[config.mk]
export PLATFORM = sky130hd
export DESIGN_NAME = dircc_handler_scheduler_flat
export DESIGN_NICKNAME = d
export VERILOG_FILES = /design/src/rtl/dircc_types_pkg.sv /design/src/rtl/dircc_handler_scheduler_if.sv /design/src/rtl/dircc_rr_port_select.sv /design/src/rtl/dircc_handler_scheduler.sv /design/src/flat_wrapper.sv
export SDC_FILE = /design/constraint.sdc
export NUM_CORES = 1
export LEC_CHECK = 0
export ABC_AREA = 1
export BUFFER_PORTS_ARGS = -buffer_cell sky130_fd_sc_hd__buf_2
export CAP_MARGIN = 10
export CORE_UTILIZATION = 57
export CTS_CLUSTER_DIAMETER = 60
export DETAILED_ROUTE_END_ITERATION = 7
export PLACE_DENSITY = 0.82
export SLEW_MARGIN = 20
export SYNTH_ARGS = -nofsm -noshare
export SYNTH_HDL_FRONTEND = slang
export SYNTH_SLANG_ARGS = --single-unit
[constraint.sdc]
create_clock -name clk -period 4.2 [get_ports clk]
set_input_delay 0.21 -clock clk [delete_from_list [all_inputs] [get_ports clk]]
set_output_delay 0.21 -clock clk [all_outputs]
set_load 0.01 [all_outputs]
[src/rtl/dircc_types_pkg.sv]
// Shared types for the DIRCC handler scheduler: FSM states, handler selects
// and the rts_ready flag position that requests a compute step.
package dircc_types_pkg;

    typedef enum logic [1:0] {
        StIdle    = 2'd0,
        StRecv    = 2'd1,
        StSend    = 2'd2,
        StCompute = 2'd3
    } sched_state_t;

    typedef enum logic [1:0] {
        SelNone    = 2'd0,
        SelRecv    = 2'd1,
        SelSend    = 2'd2,
        SelCompute = 2'd3
    } handler_sel_t;

    localparam int unsigned DIRCC_RTS_FLAGS_COMPUTE = 31;

endpackage

[src/rtl/dircc_handler_scheduler_if.sv]
// Handshake bundle between the handler scheduler (master) and the receive
// queue, packet sender and status register (slave).
interface dircc_handler_scheduler_if #(
    parameter int unsigned LAMPORT_WIDTH = 32
);
    import dircc_types_pkg::*;

    logic [31:0]              rts_ready;
    logic                     recv_valid;
    logic [LAMPORT_WIDTH-1:0] recv_lamport;
    logic                     recv_ack;
    logic                     send_valid;
    logic                     send_ready;
    logic [4:0]               send_port;
    logic [LAMPORT_WIDTH-1:0] send_lamport;
    handler_sel_t             state_sel;
    logic                     state_commit;
    logic [LAMPORT_WIDTH-1:0] lamport;

    modport master (
        input  rts_ready, recv_valid, recv_lamport, send_ready,
        output recv_ack, send_valid, send_port, send_lamport, state_sel, state_commit, lamport
    );

    modport slave (
        output rts_ready, recv_valid, recv_lamport, send_ready,
        input  recv_ack, send_valid, send_port, send_lamport, state_sel, state_commit, lamport
    );

endinterface

[src/rtl/dircc_rr_port_select.sv]
// Round-robin port pick: lowest set index at or above rr_ptr, otherwise the
// lowest set index overall.
module dircc_rr_port_select #(
    parameter int unsigned NUM_PORTS = 31
) (
    input  logic [NUM_PORTS-1:0] mask,
    input  logic [4:0]           rr_ptr,
    output logic [4:0]           index,
    output logic                 found
);

    logic [4:0] hi_idx;
    logic [4:0] lo_idx;
    logic       hi_found;

    // Descending scan so the last hit is the lowest index in each class.
    always_comb begin
        hi_idx   = '0;
        lo_idx   = '0;
        hi_found = 1'b0;
        for (int i = int'(NUM_PORTS) - 1; i >= 0; i--) begin
            if (mask[i]) begin
                lo_idx = 5'(i);
                if (5'(i) >= rr_ptr) begin
                    hi_idx   = 5'(i);
                    hi_found = 1'b1;
                end
            end
        end
    end

    assign found = |mask;
    assign index = hi_found ? hi_idx : lo_idx;

endmodule

[src/rtl/dircc_handler_scheduler.sv]
// Arbitrates receive, send and compute handlers one at a time, maintains the
// Lamport clock and tells the status register which handler's state to commit.
module dircc_handler_scheduler
    import dircc_types_pkg::*;
#(
    parameter int unsigned NUM_PORTS     = 31,
    parameter int unsigned STARVE_LIMIT  = 4,
    parameter int unsigned LAMPORT_WIDTH = 32
) (
    input logic                       clk,
    input logic                       reset,
    dircc_handler_scheduler_if.master bus
);

    localparam int unsigned CntW = (STARVE_LIMIT < 1) ? 1 : $clog2(STARVE_LIMIT + 1);
    localparam logic [CntW-1:0] StarveMax = CntW'(STARVE_LIMIT);
    localparam logic [LAMPORT_WIDTH-1:0] LampOne = LAMPORT_WIDTH'(1);

    sched_state_t             state_q;
    logic [LAMPORT_WIDTH-1:0] lamport_q;
    logic [LAMPORT_WIDTH-1:0] send_lamport_q;
    logic [4:0]               send_port_q;
    logic [4:0]               rr_ptr_q;
    logic [CntW-1:0]          starve_cnt_q;
    logic                     recv_ack_q;
    logic                     send_valid_q;

    logic [NUM_PORTS-1:0]     port_mask;
    logic [4:0]               pick_idx;
    logic                     send_elig;
    logic                     starved;
    logic [LAMPORT_WIDTH-1:0] recv_max;

    assign port_mask = bus.rts_ready[NUM_PORTS-1:0];

    dircc_rr_port_select #(
        .NUM_PORTS (NUM_PORTS)
    ) u_rr_port_select (
        .mask   (port_mask),
        .rr_ptr (rr_ptr_q),
        .index  (pick_idx),
        .found  (send_elig)
    );

    assign starved  = send_elig && (starve_cnt_q == StarveMax);
    assign recv_max = (bus.recv_lamport > lamport_q) ? bus.recv_lamport : lamport_q;

    always_ff @(posedge clk or posedge reset) begin
        if (reset) begin
            state_q        <= StIdle;
            lamport_q      <= '0;
            send_lamport_q <= '0;
            send_port_q    <= '0;
            rr_ptr_q       <= '0;
            starve_cnt_q   <= '0;
            recv_ack_q     <= 1'b0;
            send_valid_q   <= 1'b0;
        end else begin
            recv_ack_q <= 1'b0;
            unique case (state_q)
                StIdle: begin
                    if (bus.recv_valid && !starved) begin
                        state_q    <= StRecv;
                        recv_ack_q <= 1'b1;
                        if (send_elig && (starve_cnt_q != StarveMax)) begin
                            starve_cnt_q <= starve_cnt_q + CntW'(1);
                        end
                    end else if (send_elig) begin
                        state_q        <= StSend;
                        send_valid_q   <= 1'b1;
                        send_port_q    <= pick_idx;
                        send_lamport_q <= lamport_q + LampOne;
                        starve_cnt_q   <= '0;
                    end else if (bus.rts_ready[DIRCC_RTS_FLAGS_COMPUTE]) begin
                        state_q <= StCompute;
                    end
                end
                StRecv: begin
                    lamport_q <= recv_max + LampOne;
                    state_q   <= StIdle;
                end
                StSend: begin
                    // Payload is frozen until the sender takes it, whatever rts_ready does.
                    if (bus.send_ready) begin
                        lamport_q    <= send_lamport_q;
                        rr_ptr_q     <= (send_port_q == 5'(NUM_PORTS - 1)) ? '0
                                                                          : send_port_q + 5'd1;
                        send_valid_q <= 1'b0;
                        state_q      <= StIdle;
                    end
                end
                StCompute: begin
                    state_q <= StIdle;
                end
                default: begin
                    state_q <= StIdle;
                end
            endcase
        end
    end

    always_comb begin
        bus.state_sel    = SelNone;
        bus.state_commit = 1'b0;
        unique case (state_q)
            StRecv: begin
                bus.state_sel    = SelRecv;
                bus.state_commit = 1'b1;
            end
            StSend: begin
                if (send_valid_q && bus.send_ready) begin
                    bus.state_sel    = SelSend;
                    bus.state_commit = 1'b1;
                end
            end
            StCompute: begin
                bus.state_sel    = SelCompute;
                bus.state_commit = 1'b1;
            end
            default: begin
            end
        endcase
    end

    assign bus.recv_ack     = recv_ack_q;
    assign bus.send_valid   = send_valid_q;
    assign bus.send_port    = send_port_q;
    assign bus.send_lamport = send_lamport_q;
    assign bus.lamport      = lamport_q;

endmodule

[src/flat_wrapper.sv]
// flat-port wrapper written by rule: the top's interface ports become plain ports
module dircc_handler_scheduler_flat import dircc_types_pkg::*;
#(
    parameter int unsigned NUM_PORTS     = 31,
    parameter int unsigned STARVE_LIMIT  = 4,
    parameter int unsigned LAMPORT_WIDTH = 32
)
  (clk, reset, bus_rts_ready, bus_recv_valid, bus_recv_lamport, bus_send_ready, bus_recv_ack, bus_send_valid, bus_send_port, bus_send_lamport, bus_state_sel, bus_state_commit, bus_lamport);
  dircc_handler_scheduler_if #(.LAMPORT_WIDTH(LAMPORT_WIDTH)) bus_i ();
  input logic clk;
  input logic reset;
  input wire logic [$bits(bus_i.rts_ready)-1:0] bus_rts_ready;
  input wire logic [$bits(bus_i.recv_valid)-1:0] bus_recv_valid;
  input wire logic [$bits(bus_i.recv_lamport)-1:0] bus_recv_lamport;
  input wire logic [$bits(bus_i.send_ready)-1:0] bus_send_ready;
  output wire logic [$bits(bus_i.recv_ack)-1:0] bus_recv_ack;
  output wire logic [$bits(bus_i.send_valid)-1:0] bus_send_valid;
  output wire logic [$bits(bus_i.send_port)-1:0] bus_send_port;
  output wire logic [$bits(bus_i.send_lamport)-1:0] bus_send_lamport;
  output wire logic [$bits(bus_i.state_sel)-1:0] bus_state_sel;
  output wire logic [$bits(bus_i.state_commit)-1:0] bus_state_commit;
  output wire logic [$bits(bus_i.lamport)-1:0] bus_lamport;
  assign bus_i.rts_ready = bus_rts_ready;
  assign bus_i.recv_valid = bus_recv_valid;
  assign bus_i.recv_lamport = bus_recv_lamport;
  assign bus_i.send_ready = bus_send_ready;
  assign bus_recv_ack = bus_i.recv_ack;
  assign bus_send_valid = bus_i.send_valid;
  assign bus_send_port = bus_i.send_port;
  assign bus_send_lamport = bus_i.send_lamport;
  assign bus_state_sel = bus_i.state_sel;
  assign bus_state_commit = bus_i.state_commit;
  assign bus_lamport = bus_i.lamport;
  dircc_handler_scheduler #(.NUM_PORTS(NUM_PORTS), .STARVE_LIMIT(STARVE_LIMIT), .LAMPORT_WIDTH(LAMPORT_WIDTH)) u_core (.clk(clk), .reset(reset), .bus(bus_i));
endmodule
==> metrics.md, run 1 <==
| Metric | Value |
|---|---|
| Outcome | `completed` |
| Hold_sp | `bus_send_ready` |
| Crit Path Category | `reg2reg` |
| Setup_tns | `0 ns` |
| CTS clk-pin slew, worst paths | `0.07 ns` |
| Final hold vios | `0` |
| Clk network pwr share | `12.4%` |
| Seq pwr share | `24.8%` |
| Reg2reg start | `u_core.bus.lamport[28]` |
| Post-synth top area share | `28.02%` |
| Int Power | `2928 uW` |
| Fin Clk Skew | `0.009022 ns` |
| Synth async-reset ratio | `100.0%` |
| Unrepaired setup endpoints after global routing | `false` |
| Net Sw Power | `3319 uW` |
| Worst Hold Depth | `2` |
| Max H-tree Level | `3` |
| Post-Syn Area | `0.007234 sq mm` |
| Reg2Reg Depth | `20` |
| Final hold slack | `0.07245 ns` |
| Die height | `114.7 um` |
| Synth area leaders | `dfrtp_1 (28%), nand2_1 (14%), inv_1 (7.2%)` |
| Worst skew pair latency | `0.35 ns` |
| Antenna violation net count after detailed routing | `0` |
| Initial antenna violation count | `1` |
| Reg-to-reg slack, setup | `0.37 ns` |
| Layout cells sized above 1 | `20.15%` |
| Worst Hold Class | `in2reg` |
| FP Rows | `40` |
| WL met2 | `9190 um` |
| PD cells | `742.8 mW/mm^2` |
| Residual DRC | `0` |
| Routed via count | `7703` |
| Cells after DPL | `1365` |
| First-pass GRT wire length | `34320 um` |
| Slew Viols, Final | `0` |
| Final instance area | `0.008411 sq mm` |
| TritonCTS clock tree | `yes` |
| CP endpoint kind | `flip-flop` |
| Vias in the first global route | `7100` |
| Post-synthesis sequential area ratio | `28.02%` |
| Post-synth top flop | `dfrtp_1` |
| Max VDD drop | `0.5041 mV` |
| Clock sinks | `81` |
| Via density | `5.566` |
| Final period utilization | `91.20%` |
| Post-synthesis instance total | `1072` |
| Fill cell count | `1127` |
| Switching Share | `53.13%` |
| Synthesized area per cell | `6.749 sq um` |
| Dpl hpwl | `16320 um` |
| Maxcap violations | `0` |
| Die ar. | `0.01315 sq mm` |
| Endpoints failing setup | `0` |
| Worst r2r dst | `u_core.bus.lamport[23]` |
| Ant diodes | `0` |
| Max incr delay on CP | `0.42 ns` |
| Drt wl/cell | `15.30 um` |
| Slew headroom | `29.98%` |
| Leakage | `0.004291 uW` |
| NumNets Final | `1317` |
| Non-Filler Instances | `1384` |
| Iteration-0 DRC Markers | `665` |
| Slowest CP cell | `dfrtp_1` |
| Area Overhead vs Synth | `16.26%` |
| Routability Congestion | `0.9199` |
| CP required | `4.47 ns` |
| Min-Delay Endpoint | `u_core.state_q[1]` |
| Register bit total from synthesis | `81` |
| GRT overflow | `0` |
| Core area | `0.01221 sq mm` |
| Total track usage | `33.34%` |
| Synth cell types | `59` |
| Largest net degree at the start of global routing | `47` |
| CTS buffer count | `9` |
| Combinational fraction of design power | `62.8%` |
| Post-Route WL | `21170 um` |
| Crit Path Max Fanout | `23` |
| Final Critical Period | `3.830 ns` |
| FMAX | `0.2611 GHz` |
| CTS root buffer | `clkbuf_16` |
| Port bufs | `141` |
| Synthesized net count | `1178` |
| Max Used Layer | `met5` |
| Synth cell count leaders | `nand2_1 (279), inv_1 (139), o21ai_0 (97), nor2_1 (94), dfrtp_1 (81)` |
| Cell taking the most area after synthesis | `dfrtp_1` |
| Most frequent cell after synthesis | `nand2_1` |
| Startpoint Class | `flip-flop` |
| Deepest clock path buffer count | `2` |
| Initial cell density of the core | `59.24%` |
| Dpl cell area | `0.008082 sq mm` |
| Ports | `142` |
| Critical-path cell list | `inv_1 > ha_1 > nand2_1 > nor2_2 > nand4_2 > nor4b_4 > o21ai_2 > nand2_4 > nand2_8 > buf_4 > nand2_1 > o21ai_1 > nor2_2 > nand3_1 > nor3_2 > nand4_1 > or2_0 > nand3_1 > o211ai_1 > o21ai_0` |
| Final core occ | `68.87%` |
| Chip width | `114.7 um` |
| M1 WL | `9826 um` |
| Synthesis Warnings | `0` |
| Crit path DAT | `4.10 ns` |
| Drt first pass iters | `5` |
| Least-Margin Pin Slew | `1.044 ns` |
| Routed met3 length | `1617 um` |
| Number of synthesized flops with an enable pin | `0` |
-- worst max path at each step --
stage	from	end	cells after the start
floorplan	u_core.bus.lamport[13]	u_core.bus.lamport[24]	21
global placement	u_core.bus.lamport[17]	u_core.bus.lamport[23]	19
detailed placement	u_core.bus.lamport[17]	u_core.bus.lamport[24]	21
CTS	u_core.bus.lamport[11]	u_core.bus.lamport[23]	20
global route	u_core.bus.lamport[14]	u_core.bus.lamport[23]	20
finish	u_core.bus.lamport[28]	u_core.bus.lamport[23]	20
-- layout make-up --
cell class | instances | area, sq um | share of cell area [%]
multi-input combinational | 811 | 4486 | 53.33
sequential | 81 | 2033 | 24.17
timing repair buffer | 156 | 820.8 | 9.759
inverter | 152 | 571.8 | 6.799
clock buffer | 10 | 239.0 | 2.841
tap | 168 | 210.2 | 2.499
clock inverter | 6 | 50.05 | 0.5951
-- critical path: cells and delay by family (launching register included) --
kind | cells | cell delay (ns)
DFF | 1 | 0.42
adders and majority gates | 1 | 0.30
buffers and inverters | 2 | 0.38
and+or+nand+nor | 13 | 2.13
AOI/OAI and AO/OA | 4 | 0.52
-- cell families after synthesis --
kind of cell,after synthesis,share of synthesized area (%)
buf+inv,181,10.24
simple gates,517,32.64
xor+xnor,36,4.358
compound gates,219,18.18
fa+ha+maj,38,6.572
flops,81,28.02
-- registers in the layout, indices dropped and copies added, names as in the netlist --
signal / cells
u_core.bus.lamport: 32
u_core.bus.recv_ack: 1
u_core.bus.send_lamport: 32
u_core.bus.send_port: 5
u_core.bus.send_valid: 1
u_core.rr_ptr_q: 5
u_core.starve_cnt_q: 3
u_core.state_q: 2
-- through the flow --
stage          power (uW)  setup slack (ns)
2_1_floorplan        4266            0.8863
3_3_place_gp         5276            0.3071
3_5_place_dp         5342            0.3099
4_1_cts              6142            0.2750
5_1_grt              6794           0.02137
6_report             6247            0.3697
-- layer usage --
metal,vias up,global-route usage [%]
li1,3809,-
met1,3504,45.68
met2,347,52.08
met3,41,6.988
met4,2,11.86
met5,-,0
-- power groups by stage --
stage          Combinational (uW)  Sequential, uW  Clock, uW
3_3_place_gp                 3740            1530          0
3_5_place_dp                 3800            1540          0
4_1_cts                      3830            1530        781
2_1_floorplan                2680            1580          0
6_report                     3920            1550        775
5_1_grt                      4390            1590        814
-- timing repair --
action | 4_1_cts | 5_1_grt
resized for setup | 0 | 6
buffers inserted | 0 | 1
endpoints found under the setup margin | 0 | 13
hold buffers | 1 | 0
hold endpoints to repair | 42 | 0
-- cell usage in the layout, fill, tap and decap left out, types with 14 or more instances in the layout --
cell / Yosys / final
a21oi_1: 31 / 31
nand2_1: 279 / 279
buf_2: 1 / 141
xor2_1: 30 / 30
nor2_1: 94 / 93
nand3_1: 59 / 59
buf_4: 1 / 14
ha_1: 38 / 38
dfrtp_1: 81 / 76
inv_1: 139 / 137
o21ai_0: 97 / 97
o21ai_1: 14 / 14
o211ai_1: 16 / 16
Power figures use the tool's default switching activity.
==> run 2: changes to the inputs <==
- CORE_UTILIZATION: 57 -> 58
- CTS_BUF_LIST: not set -> sky130_fd_sc_hd__clkbuf_8
- PLACE_DENSITY: 0.82 -> 0.83
==> metrics.md, run 2 (synthesized netlist as in run 1, its figures left out) <==
| Metric | Value |
|---|---|
| Outcome | `completed (unchanged)` |
| Least-Margin Pin Slew | `1.090 ns (was 1.044 ns)` |
| CP required | `4.50 ns (was 4.47 ns)` |
| Seq pwr share | `25.2% (was 24.8%)` |
| Total track usage | `33.56% (was 33.34%)` |
| Deepest clock path buffer count | `2 (unchanged)` |
| Net Sw Power | `3248 uW (was 3319 uW)` |
| Area Overhead vs Synth | `15.12% (was 16.26%)` |
| Int Power | `2848 uW (was 2928 uW)` |
| CP endpoint kind | `flip-flop (unchanged)` |
| Unrepaired setup endpoints after global routing | `false (unchanged)` |
| Layout cells sized above 1 | `19.52% (was 20.15%)` |
| Critical Path Stages | `22 (was 20)` |
| CTS root buffer | `clkbuf_8 (was clkbuf_16)` |
| Die ar. | `0.01292 sq mm (was 0.01315 sq mm)` |
| Post-Route WL | `21010 um (was 21170 um)` |
| Initial cell density of the core | `59.98% (was 59.24%)` |
| Reg-to-reg slack, setup | `0.36 ns (was 0.37 ns)` |
| Iteration-0 DRC Markers | `671 (was 665)` |
| Core area | `0.01206 sq mm (was 0.01221 sq mm)` |
| Worst path bufs/invs | `4 (was 2)` |
| Drt wl/cell | `15.20 um (was 15.30 um)` |
| Worst r2r dst | `u_core.bus.lamport[24] (was u_core.bus.lamport[23])` |
| M1 WL | `9369 um (was 9826 um)` |
| Worst skew pair latency | `0.39 ns (was 0.35 ns)` |
| Routed met3 length | `1787 um (was 1617 um)` |
| Slew headroom | `27.25% (was 29.98%)` |
| Clock sinks | `81 (unchanged)` |
| Min-Delay Endpoint | `u_core.state_q[1] (unchanged)` |
| Switching Share | `53.27% (was 53.13%)` |
| Endpoints failing setup | `0 (unchanged)` |
| PD cells | `732.0 mW/mm^2 (was 742.8 mW/mm^2)` |
| Residual DRC | `0 (unchanged)` |
| Vias in the first global route | `7000 (was 7100)` |
| Dpl hpwl | `16290 um (was 16320 um)` |
| Max VDD drop | `0.4298 mV (was 0.5041 mV)` |
| NumNets Final | `1315 (was 1317)` |
| GRT overflow | `0 (unchanged)` |
| Ports | `142 (unchanged)` |
| Reg2reg start | `u_core.bus.lamport[17] (was u_core.bus.lamport[28])` |
| Max Used Layer | `met4 (was met5)` |
| Cts repair resizes | `0 (unchanged)` |
| WL met2 | `9313 um (was 9190 um)` |
| Final core occ | `69.05% (was 68.87%)` |
| Drt first pass iters | `5 (unchanged)` |
| CTS buffer count | `9 (unchanged)` |
| Footprint of the multi-input gates | `0.004469 sq mm (was 0.004486 sq mm)` |
| Leakage | `0.004269 uW (was 0.004291 uW)` |
| Final hold vios | `0 (unchanged)` |
| Combinational fraction of design power | `63.7% (was 62.8%)` |
| Port bufs | `141 (unchanged)` |
| Reg2Reg Depth | `22 (was 20)` |
| Critical path's top delay family | `simple AND/OR/NAND/NOR gates (unchanged)` |
| Worst Hold Depth | `2 (unchanged)` |
| TritonCTS clock tree | `yes (unchanged)` |
| Final Critical Period | `3.837 ns (was 3.830 ns)` |
| Register Area | `0.002027 sq mm (was 0.002033 sq mm)` |
| Crit Path Max Fanout | `50 (was 23)` |
| FP Rows | `40 (unchanged)` |
| Setup_tns | `0 ns (unchanged)` |
| Initial antenna violation count | `0 (was 1)` |
| Chip width | `113.7 um (was 114.7 um)` |
| First-pass GRT wire length | `34040 um (was 34320 um)` |
| Most common cell after layout, fill and taps aside | `nand2_1 (unchanged)` |
| Routed via count | `7646 (was 7703)` |
| Crit path DAT | `4.14 ns (was 4.10 ns)` |
| Maxcap violations | `0 (unchanged)` |
| Final period utilization | `91.35% (was 91.20%)` |
| CTS clk-pin slew, worst paths | `0.08 ns (was 0.07 ns)` |
| Worst Hold Class | `in2reg (unchanged)` |
| Hold_sp | `bus_send_ready (unchanged)` |
| Via density | `5.533 (was 5.566)` |
| Slowest CP cell | `dfrtp_1 (unchanged)` |
| CP startpoint | `u_core.bus.lamport[17] (was u_core.bus.lamport[28])` |
| Die height | `113.7 um (was 114.7 um)` |
| Clk network pwr share | `11.1% (was 12.4%)` |
| Fin Clk Skew | `0.01896 ns (was 0.009022 ns)` |
| Total setup buffers inserted after CTS | `0 (unchanged)` |
| Antenna violation net count after detailed routing | `0 (unchanged)` |
| Routability Congestion | `0.9920 (was 0.9199)` |
| Max incr delay on CP | `0.38 ns (was 0.42 ns)` |
| Most frequent cells in the layout | `nand2_1 (279), buf_2 (141), inv_1 (138) (was nand2_1 (279), buf_2 (141), inv_1 (137))` |
| Ant diodes | `0 (unchanged)` |
| Slew Viols, Final | `0 (unchanged)` |
| Startpoint Class | `flip-flop (unchanged)` |
| FMAX | `0.2606 GHz (was 0.2611 GHz)` |
| Fill cell count | `1070 (was 1127)` |
| Max H-tree Level | `3 (unchanged)` |
| Crit Path Category | `reg2reg (unchanged)` |
| Critical-path cell list | `clkinv_1 > ha_1 > a21oi_1 > o21ai_0 > nand2_1 > a31oi_1 > a211oi_1 > buf_4 > nand2_4 > nand2_8 > nor2_1 > a21oi_4 > ha_1 > inv_1 > nor2_2 > nand2_1 > inv_2 > nand3_1 > or2_0 > nand3_1 > o211ai_1 > o21ai_1 (was inv_1 > ha_1 > nand2_1 > nor2_2 > nand4_2 > nor4b_4 > o21ai_2 > nand2_4 > nand2_8 > buf_4 > nand2_1 > o21ai_1 > nor2_2 > nand3_1 > nor3_2 > nand4_1 > or2_0 > nand3_1 > o211ai_1 > o21ai_0)` |
| Largest net degree at the start of global routing | `51 (was 47)` |
[run 2: per-layer routing]
metal  GRT usage [%]  vias to the layer above
met5               0                        -
met4           12.63                        0
met3           6.854                       51
met2           52.76                      344
met1           45.63                     3448
li1                -                     3803
[run 2: what timing repair did]
action	in CTS	in global routing
hold buffers	1	0
endpoints found under the setup margin	0	0
endpoints found under the hold margin	37	0
[run 2: metrics by stage]
step	cell area, sq um	setup WS (ns)	total power, uW	instances	hold slack [ns]
5_1_grt	8328	0.01493	6628	1382	0.05047
4_1_cts	8328	0.3710	6049	1382	0.04001
2_1_floorplan	7234	0.8863	4266	1072	0.3201
3_3_place_gp	8082	0.4292	5289	1365	0.3184
3_5_place_dp	8082	0.3983	5344	1365	0.3240
6_report	8328	0.3634	6096	1382	0.04437
[run 2: worst register-to-register path, cell delays in order (launching register included)]
cell,delay [ns]
dfrtp_1,0.38
clkinv_1,0.21
ha_1,0.38
a21oi_1,0.15
o21ai_0,0.09
nand2_1,0.08
a31oi_1,0.09
a211oi_1,0.19
buf_4,0.18
nand2_4,0.08
nand2_8,0.26
nor2_1,0.13
a21oi_4,0.16
ha_1,0.32
inv_1,0.13
nor2_2,0.14
nand2_1,0.11
inv_2,0.09
nand3_1,0.11
or2_0,0.23
nand3_1,0.08
o211ai_1,0.08
o21ai_1,0.09
[run 2: layout make-up]
cell class	count	share of cell area [%]
clock buffer	11	1.818
timing repair buffer	155	9.766
clock inverter	5	1.022
tap	168	2.524
sequential	81	24.34
inverter	152	6.866
multi-input combinational	810	53.67
[run 2: power groups by stage]
stage          Combinational (uW)  Clock, uW  Sequential, uW
2_1_floorplan                2680          0            1580
3_3_place_gp                 3760          0            1530
3_5_place_dp                 3810          0            1540
4_1_cts                      3840        681            1520
5_1_grt                      4340        714            1580
6_report                     3880        677            1540
[run 2: worst max-delay path by stage]
stage	to	slack, ns
6_report	u_core.bus.lamport[24]	0.36
5_1_grt	u_core.bus.lamport[26]	0.01
4_1_cts	u_core.bus.lamport[24]	0.37
3_5_place_dp	u_core.bus.lamport[24]	0.40
3_3_place_gp	u_core.bus.lamport[26]	0.43
2_1_floorplan	u_core.bus.lamport[24]	0.89
